--- src/rtl/up_dn_cnt_pkg.sv ---
// Shared constants for the parametrised up/down counter: mode and direction encodings.
package up_dn_cnt_pkg;

  localparam logic [1:0] MODE_SAT    = 2'd0;
  localparam logic [1:0] MODE_WRAP   = 2'd1;
  localparam logic [1:0] MODE_BOUNCE = 2'd2;
  localparam logic [1:0] MODE_HOLD   = 2'd3;

  localparam logic DIR_UP = 1'b1;
  localparam logic DIR_DN = 1'b0;

endpackage

--- src/rtl/up_dn_cnt_next.sv ---
// Combinational next-state for the up/down counter: computes the next count, bounce direction
// and terminal flag from the current count, step, request, mode and direction.
module up_dn_cnt_next
  import up_dn_cnt_pkg::*;
#(
  parameter int unsigned WIDTH   = 5,
  parameter int unsigned MIN_VAL = 0,
  parameter int unsigned MAX_VAL = 2**WIDTH - 1
) (
  input  logic [WIDTH-1:0] cnt_i,
  input  logic [WIDTH-1:0] step_i,
  input  logic             up_i,
  input  logic             dn_i,
  input  logic [1:0]       mode_i,
  input  logic             dir_i,
  output logic [WIDTH-1:0] cnt_o,
  output logic             dir_o,
  output logic             tc_o
);

  localparam logic [WIDTH:0] MinX = (WIDTH+1)'(MIN_VAL);
  localparam logic [WIDTH:0] MaxX = (WIDTH+1)'(MAX_VAL);

  logic [WIDTH:0] up_sum;
  logic [WIDTH:0] dn_diff;
  logic           up_cross;
  logic           dn_cross;

  assign up_sum   = {1'b0, cnt_i} + {1'b0, step_i};
  assign dn_diff  = {1'b0, cnt_i} - {1'b0, step_i};
  assign up_cross = up_sum > MaxX;
  // Top bit of the difference is the borrow out of the WIDTH-bit subtract.
  assign dn_cross = dn_diff[WIDTH] | (dn_diff < MinX);

  always_comb begin
    cnt_o = cnt_i;
    dir_o = dir_i;
    tc_o  = 1'b0;
    if (step_i != '0) begin
      unique case (mode_i)
        MODE_SAT: begin
          if (dn_i) begin
            cnt_o = dn_cross ? MinX[WIDTH-1:0] : dn_diff[WIDTH-1:0];
            tc_o  = dn_cross;
          end else if (up_i) begin
            cnt_o = up_cross ? MaxX[WIDTH-1:0] : up_sum[WIDTH-1:0];
            tc_o  = up_cross;
          end
        end
        MODE_WRAP: begin
          if (dn_i) begin
            cnt_o = dn_cross ? MaxX[WIDTH-1:0] : dn_diff[WIDTH-1:0];
            tc_o  = dn_cross;
          end else if (up_i) begin
            cnt_o = up_cross ? MinX[WIDTH-1:0] : up_sum[WIDTH-1:0];
            tc_o  = up_cross;
          end
        end
        MODE_BOUNCE: begin
          if (up_i || dn_i) begin
            if (dir_i == DIR_UP) begin
              if (up_cross || (up_sum == MaxX)) begin
                cnt_o = MaxX[WIDTH-1:0];
                dir_o = DIR_DN;
                tc_o  = 1'b1;
              end else begin
                cnt_o = up_sum[WIDTH-1:0];
              end
            end else begin
              if (dn_cross || (dn_diff == MinX)) begin
                cnt_o = MinX[WIDTH-1:0];
                dir_o = DIR_UP;
                tc_o  = 1'b1;
              end else begin
                cnt_o = dn_diff[WIDTH-1:0];
              end
            end
          end
        end
        default: ;
      endcase
    end
  end

endmodule

--- src/rtl/up_dn_counter_param.sv ---
// Parametrised up/down counter with saturate/wrap/bounce/hold modes and a registered TC pulse.
// Optional sticky terminal flag built when UP_DN_CNT_STICKY_EN is defined.
module up_dn_counter_param
  import up_dn_cnt_pkg::*;
#(
  parameter int unsigned WIDTH   = 5,
  parameter int unsigned MIN_VAL = 0,
  parameter int unsigned MAX_VAL = 2**WIDTH - 1
) (
  input  logic             CLK,
  input  logic             RST,
  input  logic [WIDTH-1:0] IN,
  input  logic [WIDTH-1:0] STEP,
  input  logic             Load,
  input  logic             Up,
  input  logic             Down,
  input  logic [1:0]       Mode,
`ifdef UP_DN_CNT_STICKY_EN
  input  logic             Clr_Sticky,
  output logic             Sticky,
`endif
  output logic [WIDTH-1:0] Counter,
  output logic             High,
  output logic             Low,
  output logic             TC,
  output logic             Dir
);

  localparam logic [WIDTH-1:0] MinV = WIDTH'(MIN_VAL);
  localparam logic [WIDTH-1:0] MaxV = WIDTH'(MAX_VAL);

  logic [WIDTH-1:0] cnt_q, cnt_d, cnt_nxt;
  logic             dir_q, dir_d, dir_nxt;
  logic             tc_q, tc_d, tc_nxt;

  up_dn_cnt_next #(
    .WIDTH  (WIDTH),
    .MIN_VAL(MIN_VAL),
    .MAX_VAL(MAX_VAL)
  ) u_next (
    .cnt_i (cnt_q),
    .step_i(STEP),
    .up_i  (Up),
    .dn_i  (Down),
    .mode_i(Mode),
    .dir_i (dir_q),
    .cnt_o (cnt_nxt),
    .dir_o (dir_nxt),
    .tc_o  (tc_nxt)
  );

  always_comb begin
    cnt_d = cnt_nxt;
    dir_d = dir_nxt;
    tc_d  = tc_nxt;
    if (Load) begin
      if (IN > MaxV)      cnt_d = MaxV;
      else if (IN < MinV) cnt_d = MinV;
      else                cnt_d = IN;
      dir_d = dir_q;
      tc_d  = 1'b0;
    end
  end

  always_ff @(posedge CLK or negedge RST) begin
    if (!RST) begin
      cnt_q <= MinV;
      dir_q <= DIR_UP;
      tc_q  <= 1'b0;
    end else begin
      cnt_q <= cnt_d;
      dir_q <= dir_d;
      tc_q  <= tc_d;
    end
  end

`ifdef UP_DN_CNT_STICKY_EN
  logic sticky_q, sticky_d;

  // A terminal event in the same cycle as a clear keeps the flag set.
  assign sticky_d = tc_d | (sticky_q & ~Clr_Sticky);

  always_ff @(posedge CLK or negedge RST) begin
    if (!RST) sticky_q <= 1'b0;
    else      sticky_q <= sticky_d;
  end

  assign Sticky = sticky_q;
`endif

  assign Counter = cnt_q;
  assign Dir     = dir_q;
  assign TC      = tc_q;
  assign High    = (cnt_q == MaxV);
  assign Low     = (cnt_q == MinV);

endmodule

--- config.mk ---
export PLATFORM = sky130hd
export DESIGN_NAME = up_dn_counter_param
export DESIGN_NICKNAME = d
export VERILOG_FILES = /design/src/rtl/up_dn_cnt_pkg.sv /design/src/rtl/up_dn_cnt_next.sv /design/src/rtl/up_dn_counter_param.sv
export SDC_FILE = /design/constraint.sdc
export NUM_CORES = 1
export LEC_CHECK = 0
export CAP_MARGIN = 0
export CORE_MARGIN = 2
export CORE_UTILIZATION = 52
export CTS_CLUSTER_SIZE = 14
export DETAILED_ROUTE_END_ITERATION = 8
export GPL_TIMING_DRIVEN = 0
export PLACE_DENSITY = 0.8
export RECOVER_POWER = 25
export SYNTH_ARGS = -nofsm -noshare
export SYNTH_HDL_FRONTEND = slang
export SYNTH_HIERARCHICAL = 1
export SYNTH_SLANG_ARGS = --single-unit
export TNS_END_PERCENT = 30
--- constraint.sdc ---
create_clock -name CLK -period 2.72 [get_ports CLK]
set_input_delay 0.544 -clock CLK [delete_from_list [all_inputs] [get_ports CLK]]
set_output_delay 0.544 -clock CLK [all_outputs]
set_load 0.005 [all_outputs]
==> impl_metrics.json <==
{
  "synth_nets": 206,
  "cts_tree": "done",
  "final_cells": 253,
  "drc_errors": 0,
  "setup_violations": 0,
  "timing.rr.end": "Counter[3]",
  "hold_viol_final": 0,
  "synth_common_cells": "nand2_1 (17), nor2_1 (15), a21oi_1 (11), inv_1 (11), nor3_1 (11)",
  "die_h_microns": 54.58,
  "wire_per_inst_microns": 17.83,
  "fin_crit_ns": 2.688,
  "clockBufferDepth": 2,
  "async_flop_share_pct": 100.0,
  "p_total_mw": 1.175,
  "fillers": 201,
  "coreArea_sq_um": 2455,
  "synthTopCellsByArea": "dfrtp_1 (11%), ha_1 (9.4%), mux2_2 (5.1%)",
  "io_pins": 26,
  "fp.dieW_microns": 54.58,
  "drtIter0Drc": 79,
  "multi_input_area_sq_um": 1156,
  "hold_buffers": 0,
  "vias": 1603,
  "grt_first_pass_wirelength_microns": 7024,
  "skew_ns": 0.001832,
  "synth_top_area_share_pct": 11.29,
  "synthFlopType": "dfrtp_1",
  "fin_crit_sh_pct": 98.83,
  "fin_util_pct": 75.54,
  "slew_viol_final": 0,
  "worstSetupStartpoint": "STEP[3]",
  "io_buffers": 24,
  "synth-seq-area-share_pct": 13.26,
  "clk_pin_slew_ns": 0.05,
  "cp-endpoint": "Counter[3]",
  "nets": 253,
  "cts_sinks": 7,
  "dp.cells": 231,
  "leakage_nw": 0.7562,
  "synth_most_common_cell": "nand2_1",
  "ys_types": 58,
  "drv_cap": 0,
  "antenna_found_initial": 0,
  "routed_wl_microns": 4511,
  "rsz0062_at_grt": "yes",
  "regArea_sq_um": 178.9,
  "dr.pass1.iters": 6,
  "syn_area_sq_um": 1330,
  "cp-end-kind": "flop",
  "min_path_type": "input pin to flop",
  "layout-drive-gt1-share_pct": 26.91,
  "grt-ovfl-total": 0,
  "tightest_slew_ns": 0.5726,
  "synth.avg_cell_area_sq_um": 7.514,
  "viasPerCell": 6.336,
  "setup_ws_ns": 0.03185,
  "gp_congestion": 0.9809,
  "status": "complete, no violations",
  "fmax_mhz": 372.0,
  "path_class": "input pin to flop",
  "hpwlAfterDp_microns": 3351,
  "cp_max_fo": 8,
  "initial_utilization_pct": 54.18,
  "synth_seq_cells": 7,
  "ant_nets": 0,
  "area_delta_synth_final_pct": 39.42,
  "synth_area_leader_cell": "dfrtp_1",
  "powerDensity_nw_per_um2": 633.5,
  "ctsHtreeMaxLevel": 1,
  "cp.required_ns": 2.86,
  "peakVddDrop_v": 0.0004677,
  "crit_path_start_kind": "input pin",
  "crit_arrival_ns": 2.83,
  "die_area_sq_um": 2978,
  "grt_use_total_pct": 33.28,
  "syn_inst": 177,
  "synth.yosys.warnings": 6,
  "grt_max_degree": 11,
  "cts-root-buf": "clkbuf_4",
  "diodes": 0,
  "grt_pass1_vias": 1504,
  "synth-edff-count": 0,
  "fp-row-count": 18,
  "r2r_setup_slack_ns": 0.09,
  "worstRegToRegCells": 9,
  "max_slew_margin_pct": 61.50,
  "reg2reg_from": "Counter[3]",
  "place_ws_ns": -0.6574,
  "cts_buffers": 3,
  "clk_latency_ns": 0.26
}
==> per-stage QoR <==
step                setup TNS [ns]  area [sq um]  hold WS (ns)
floorplan                        0          1330        0.2484
global placement            -3.971          1608        0.6205
detailed placement          -4.093          1608        0.6260
CTS                              0          1799        0.5365
global route              -0.07465          1854        0.5694
finish                           0          1854        0.5673
==> sequential cells by signal, indices dropped and copies added, names as in the netlist <==
register / cells
Dir: 1
TC: 1
Counter: 5
==> critical path, stage by stage <==
cell	delay, ns
clkdlybuf4s15_2	0.25
inv_1	0.06
ha_1	0.31
buf_6	0.16
nor2_2	0.07
a211oi_2	0.41
nand2_2	0.19
or3_1	0.35
o211ai_1	0.10
nand4_1	0.11
mux2_2	0.28
==> timing repair <==
item	CTS	global route
pin swaps	13	8
endpoints found under the setup margin	7	7
setup buffers	11	6
gates cloned	1	0
resized for setup	23	10
==> routing by layer <==
metal  part of all wire, %  global-route usage (%)  vias to the layer above
li1                      -                       -                      747
met1                    39                   42.83                      748
met2                    49                   56.43                       96
met3                   9.0                   3.005                       12
met4                   2.6                   14.17                        0
met5                     0                       0                        -
==> kinds of logic (layout without fill, tap and decap cells) <==
family | Yosys count | count (layout) | share of synthesized area [%]
xor gates and xnor gates | 4 | 4 | 2.635
buffers and inverters | 20 | 65 | 6.867
and+or+nand+nor | 77 | 78 | 29.16
adders and majority gates | 12 | 12 | 12.42
AOI/OAI and AO/OA | 51 | 51 | 30.57
DFF | 7 | 7 | 13.26
muxes | 6 | 6 | 5.080
==> cell type report <==
type                       count  share of cell area, %
timing repair buffer          41                  19.03
clock buffer                   4                  1.417
multi-input combinational    151                  62.35
tap                           30                  2.024
sequential                     7                  9.649
inverter                      13                  2.834
buffer                         7                  2.699
==> placed cells by master, fill, tap and decap left out, types with 3 or more instances in the layout <==
cell	instances
inv_1	10
o211ai_1	3
nor2_1	14
dfrtp_1	4
buf_4	16
clkbuf_4	3
buf_6	3
o21ai_0	5
nand2b_1	4
nor2b_1	6
a21oi_1	10
clkdlybuf4s50_1	18
nor3_1	11
clkbuf_1	3
ha_1	9
nand2_1	17
mux2_2	5
o221ai_1	3
nand3_1	6
==> worst min-delay path by stage <==
stage	startpoint	cells past startpoint	end	slack, ns
after floorplan	RST	0	Counter[0]	0.25
after global placement	Dir	1	Dir	0.62
after detailed placement	Dir	1	Dir	0.63
after CTS	RST	1	Counter[1]	0.54
after global routing	Load	2	TC	0.57
final	Load	2	TC	0.57
==> power by group <==
part           leakage [nW]  internal (mW)  switching, mW
registers            0.0815          0.136         0.0460
logic                 0.660          0.423          0.474
clock network        0.0150         0.0561         0.0403
No activity file was read; power rests on OpenSTA's default activity.
